`config.mk`:
```
export PLATFORM = sky130hd
export DESIGN_NAME = wall_clock_capture
export DESIGN_NICKNAME = d
export VERILOG_FILES = /design/src/rtl/wall_clock_pkg.sv /design/src/rtl/wall_clock_capture_slot.sv /design/src/rtl/wall_clock_capture.sv
export SDC_FILE = /design/constraint.sdc
export NUM_CORES = 1
export LEC_CHECK = 0
export CORE_MARGIN = 2
export CORE_UTILIZATION = 48
export DETAILED_ROUTE_END_ITERATION = 10
export PLACE_DENSITY = 0.88
export SYNTH_ARGS = -nofsm -noshare
export SYNTH_HDL_FRONTEND = slang
export SYNTH_SLANG_ARGS = --single-unit
```
`constraint.sdc`:
```
create_clock -name clk_i -period 2.8 [get_ports clk_i]
set_input_delay 0.56 -clock clk_i [delete_from_list [all_inputs] [get_ports clk_i]]
set_output_delay 0.56 -clock clk_i [all_outputs]
set_load 0.01 [all_outputs]
```
`src/rtl/wall_clock_pkg.sv`:
```
// Shared defaults and types for the wall-clock timestamp block.
package wall_clock_pkg;

    localparam int DEF_TS_WIDTH       = 32;
    localparam int DEF_PRESCALE_WIDTH = 8;
    localparam int DEF_EPOCH_WIDTH    = 16;
    localparam int DEF_NUM_CH         = 4;

    typedef logic [DEF_TS_WIDTH-1:0]    timestamp_t;
    typedef logic [DEF_EPOCH_WIDTH-1:0] epoch_t;

endpackage

```
`src/rtl/wall_clock_capture_slot.sv`:
```
// One capture channel: one-deep timestamp slot drained by valid/ready,
// with a sticky overrun flag for events dropped while the slot is blocked.
module ts_capture_slot #(
    parameter int TS_WIDTH = 32
) (
    input  logic                clk_i,
    input  logic                reset_ni,
    input  logic [TS_WIDTH-1:0] ts_i,
    input  logic                event_i,
    input  logic                ready_i,
    input  logic                overrun_clr_i,
    output logic [TS_WIDTH-1:0] cap_ts_o,
    output logic                cap_valid_o,
    output logic                overrun_o
);

    logic [TS_WIDTH-1:0] ts_q, ts_d;
    logic                valid_q, valid_d;
    logic                ovr_q, ovr_d;
    logic                fire;
    logic                accept;
    logic                drop;

    // Valid/ready: a transfer occurs in any cycle where valid and ready are both
    // high; the slot refills in that same cycle if an event is present.
    assign fire   = valid_q & ready_i;
    assign accept = event_i & (~valid_q | ready_i);
    assign drop   = event_i & valid_q & ~ready_i;

    always_comb begin
        ts_d    = ts_q;
        valid_d = valid_q;
        ovr_d   = ovr_q;
        if (accept) begin
            ts_d    = ts_i;
            valid_d = 1'b1;
        end else if (fire) begin
            valid_d = 1'b0;
        end
        if (drop) begin
            ovr_d = 1'b1;
        end else if (overrun_clr_i) begin
            ovr_d = 1'b0;
        end
    end

    always_ff @(posedge clk_i or negedge reset_ni) begin
        if (!reset_ni) begin
            ts_q    <= '0;
            valid_q <= 1'b0;
            ovr_q   <= 1'b0;
        end else begin
            ts_q    <= ts_d;
            valid_q <= valid_d;
            ovr_q   <= ovr_d;
        end
    end

    assign cap_ts_o    = ts_q;
    assign cap_valid_o = valid_q;
    assign overrun_o   = ovr_q;

endmodule

```
`src/rtl/wall_clock_capture.sv`:
```
// Free-running prescaled timestamp with load, wrap pulse and epoch counter,
// plus NUM_CH independent event-capture slots.
module wall_clock_capture
    import wall_clock_pkg::*;
#(
    parameter int TS_WIDTH       = DEF_TS_WIDTH,
    parameter int PRESCALE_WIDTH = DEF_PRESCALE_WIDTH,
    parameter int EPOCH_WIDTH    = DEF_EPOCH_WIDTH,
    parameter int NUM_CH         = DEF_NUM_CH
) (
    input  logic                              clk_i,
    input  logic                              reset_ni,
    input  logic                              enable_i,
    input  logic [PRESCALE_WIDTH-1:0]         prescale_i,
    input  logic                              load_i,
    input  logic [TS_WIDTH-1:0]               load_val_i,
    output logic [TS_WIDTH-1:0]               timestamp_o,
    output logic                              wrap_o,
    output logic [EPOCH_WIDTH-1:0]            epoch_o,
    input  logic [NUM_CH-1:0]                 event_i,
    output logic [NUM_CH-1:0][TS_WIDTH-1:0]   cap_ts_o,
    output logic [NUM_CH-1:0]                 cap_valid_o,
    input  logic [NUM_CH-1:0]                 cap_ready_i,
    output logic [NUM_CH-1:0]                 overrun_o,
    input  logic [NUM_CH-1:0]                 overrun_clr_i
);

    logic [PRESCALE_WIDTH-1:0] presc_q, presc_d;
    logic [TS_WIDTH-1:0]       ts_q, ts_d;
    logic                      wrap_q, wrap_d;
    logic [EPOCH_WIDTH-1:0]    epoch_q, epoch_d;
    logic                      tick;

    // >= rather than == so lowering prescale_i below the running count ticks at once.
    assign tick = enable_i & (presc_q >= prescale_i);

    always_comb begin
        presc_d = presc_q;
        ts_d    = ts_q;
        wrap_d  = 1'b0;
        epoch_d = epoch_q;
        if (load_i) begin
            ts_d    = load_val_i;
            presc_d = '0;
        end else if (tick) begin
            presc_d = '0;
            ts_d    = ts_q + TS_WIDTH'(1);
            if (&ts_q) begin
                wrap_d  = 1'b1;
                epoch_d = epoch_q + EPOCH_WIDTH'(1);
            end
        end else if (enable_i) begin
            presc_d = presc_q + PRESCALE_WIDTH'(1);
        end
    end

    always_ff @(posedge clk_i or negedge reset_ni) begin
        if (!reset_ni) begin
            presc_q <= '0;
            ts_q    <= '0;
            wrap_q  <= 1'b0;
            epoch_q <= '0;
        end else begin
            presc_q <= presc_d;
            ts_q    <= ts_d;
            wrap_q  <= wrap_d;
            epoch_q <= epoch_d;
        end
    end

    assign timestamp_o = ts_q;
    assign wrap_o      = wrap_q;
    assign epoch_o     = epoch_q;

    // Every slot samples the same pre-update timestamp.
    for (genvar c = 0; c < NUM_CH; c++) begin : g_ch
        ts_capture_slot #(
            .TS_WIDTH(TS_WIDTH)
        ) u_slot (
            .clk_i         (clk_i),
            .reset_ni      (reset_ni),
            .ts_i          (ts_q),
            .event_i       (event_i[c]),
            .ready_i       (cap_ready_i[c]),
            .overrun_clr_i (overrun_clr_i[c]),
            .cap_ts_o      (cap_ts_o[c]),
            .cap_valid_o   (cap_valid_o[c]),
            .overrun_o     (overrun_o[c])
        );
    end

endmodule

```
==> out/results.ini <==
[global_routing]
grt_antenna_before_repair = 0
grt_pass1_vias = 6471
overflow = 0
grt_pass1_wl_mm = 34.8
grt_use_total_pct = 24.5
grt_start_max_net_pins = 67

[detailed_routing]
viasPerCell = 5.27
drt_wl_total_mm = 22.4
vias = 6270
drt_first_pass_iters = 5
final_antenna_net_count = 0
drcViolationCount = 0
avgRoutedWirePerCell_um = 18.9
drtIter0Drc = 356

[synth]
syn_nets = 753
synth_top_cell_by_area = dfrtp_1
synth_area_sq_mm = 0.00849
seq_area_frac_synth_pct = 56.9
syn_avg_cell_area_sq_um = 12.4
yosysUniqueCellTypes = 50
synth_cells = 686
synth_ff_type = dfrtp_1
synthTopCellsByArea = dfrtp_1, mux2_2, nand2_1
synth_top_area_share_pct = 56.9
synth-edff-count = 0
yosysWarnings = 0
synth-seq-cells = 193
async_flop_share_pct = 100

[die]
fp.dieH_um = 137
die_w_um = 137
core_sq_mm = 0.0173
start_util_pct = 49.1
io_pins = 241
die-area_sq_mm = 0.0188
num_rows = 48

[timing]
finalClockSkew_ns = 0.00960
slew_headroom_pct = 59.7
drv_slew = 0
post-route-period-util_pct = 101
rsz0062_at_grt = yes
holdWs_ns = 0.125
tightest_slew_ns = 0.603
timing.fmax_ghz = 0.353
hold_viol_final = 0
finalSetupViolCount = 1
worst_slack_ns = -0.0332
period_minus_slack_ns = 2.83

[place]
place_hpwl_mm = 16.1
dpl_worst_slack_ns = -0.666
io_buffers = 240
place_congestion = 0.831

[cts]
numCtsBuffers = 17
htreeDepth = 4
cts-root-buf = clkbuf_16
cts_sinks = 193
cts_tree = built
worstSkewPairLatency_ns = 0.42
clock_path_buffers = 2
path_clk_slew_ns = 0.07

[layout]
area_growth_pct = 40.7
nNetsFinal = 1018
nFillCells = 1278
postLayoutCoreUtil_pct = 69.1
layout-drive-gt1-share_pct = 22.6
antenna_cells = 0

[worst_setup_path]
cp_slowest_cell = clkdlybuf4s50_1
arrival_ns = 3.14
worstSetupPathType = in2reg
crit_chain = clkdlybuf4s50_1 -> inv_1 -> ha_1 -> and3_1 -> nand3_1 -> or3_1 -> buf_12 -> a2111oi_0 -> xor2_1 -> mux2_2
cp-start-kind = input pin
worst_setup_path_end_kind = flip-flop
critPathBufInv = 3
cp_top_family = buffers and inverters
cp.required_ns = 3.11
critPathMaxFanout = 17
cp_slowest_stage_delay_ns = 0.48

[pwr]
ir_drop_mv = 0.464
power_leakage_nw = 5.11
power.density_mw_per_mm2 = 641

[min_path]
hold_class = in2async

[flow_run]
cap_violations = 0

[outcome]
status = finished, violations left
violations = setup timing

==> power breakdown <==
group / internal, W / leakage, nW / switching (W)
registers: 0.00318 / 2.35 / 0.000241
clock network: 0.00135 / 0.278 / 0.00106
logic: 0.00108 / 2.49 / 0.000748
==> worst paths after layout <==
path / startpoint / endpoint / slack, ns / depth (start not counted)
max: prescale_i[4] / timestamp_o[20] / -0.03 / 10
min: reset_ni / g_ch[2].u_slot.cap_ts_o[20] / 0.12 / 1
max reg2reg: presc_q[5] / timestamp_o[20] / 0.16 / 8
min reg2reg: g_ch[3].u_slot.cap_ts_o[14] / g_ch[3].u_slot.cap_ts_o[14] / 0.48 / 2
max in group asynchronous: reset_ni / g_ch[0].u_slot.cap_ts_o[25] / 1.90 / 2
min in group clk_i: g_ch[3].u_slot.cap_ts_o[14] / g_ch[3].u_slot.cap_ts_o[14] / 0.48 / 2
==> state kept, by name, indices dropped and copies added, names as in the netlist <==
name,count
timestamp_o,32
g_ch.u_slot.overrun_o,4
epoch_o,16
g_ch.u_slot.cap_valid_o,4
wrap_o,1
presc_q,8
g_ch.u_slot.cap_ts_o,128
==> timing repair <==
item,CTS,global route
resized for setup,7,3
buffers inserted,2,0
pin swaps,1,0
hold buffers,0,0
endpoints found under the setup margin,40,9
==> metrics by stage <==
step / instance area (sq um) / power, W / TNS (ns) / cells
5_1_grt: 11900 / 0.00800 / -0.375 / 1189
6_report: 11900 / 0.00766 / -0.0332 / 1189
4_1_cts: 11900 / 0.00774 / 0 / 1189
2_1_floorplan: 8490 / 0.00416 / 0 / 686
3_5_place_dp: 11300 / 0.00531 / -27.06 / 1155
3_3_place_gp: 11300 / 0.00525 / -24.90 / 1155
==> layout make-up <==
cell class	count	area, sq um	share of cell area (%)
Clock inverter	11	129	1.08
Timing Repair Buffer	289	2860	24.0
Clock buffer	21	450	3.77
Multi-Input combinational cell	423	3290	27.6
Sequential cell	193	4830	40.4
Tap cell	225	282	2.36
Inverter	27	101	0.848
==> logic make-up (layout without fill, tap and decap cells) <==
kind of cell	count (synthesis)	in the layout	synth area share [%]
muxes	121	121	16.0
DFF	193	193	56.9
adders and majority gates	11	11	1.62
xor gates and xnor gates	47	47	4.85
and+or+nand+nor	157	157	9.03
AOI/OAI and AO/OA	87	87	6.76
buffers and inverters	70	348	4.82
==> synthesized netlist by cell type, types with 2 or more instances <==
library cell and n:
nand2_1 68, inv_1 27, o211ai_1 5, o2111ai_1 4
a31oi_1 3, and3_1 6, o2111ai_2 2, and4_1 3
nand4_1 7, dfrtp_1 193, a21oi_1 9, clkbuf_8 5
or3_1 4, buf_2 2, o21ai_1 3, nor4_1 2
xnor2_1 20, xor2_1 27, ha_1 11, nand3_1 17
a211oi_1 3, o21a_1 2, nor3_1 10, nand2b_1 6
buf_4 11, clkbuf_1 21, o21ai_0 40, mux2_2 120
a2111oi_0 8, o22ai_1 4, nor2_1 23, and2_1 2
==> routing by layer <==
layer / track usage (%) / vias to the layer above / part of all wire [%]
li1: - / 2929 / -
met1: 30.1 / 3126 / 41
met2: 42.8 / 196 / 51
met3: 7.15 / 19 / 7.1
met4: 5.27 / 0 / 1.1
met5: 0 / - / 0
==> placed cells by master, fill, tap and decap left out, types with 5 or more instances in the layout <==
master | Yosys | layout
a21oi_1 | 9 | 9
and3_1 | 6 | 6
buf_12 | 1 | 7
buf_4 | 11 | 42
clkbuf_16 | 0 | 17
clkdlybuf4s50_1 | 0 | 239
dfrtp_1 | 193 | 193
ha_1 | 11 | 11
inv_1 | 27 | 27
mux2_2 | 120 | 120
nand2_1 | 68 | 64
nand2_2 | 1 | 5
nand2b_1 | 6 | 6
nand3_1 | 17 | 17
nand4_1 | 7 | 7
nor2_1 | 23 | 23
nor3_1 | 10 | 10
o211ai_1 | 5 | 5
o21ai_0 | 40 | 39
xnor2_1 | 20 | 20
xor2_1 | 27 | 27
No activity file was read; power rests on OpenSTA's default activity.
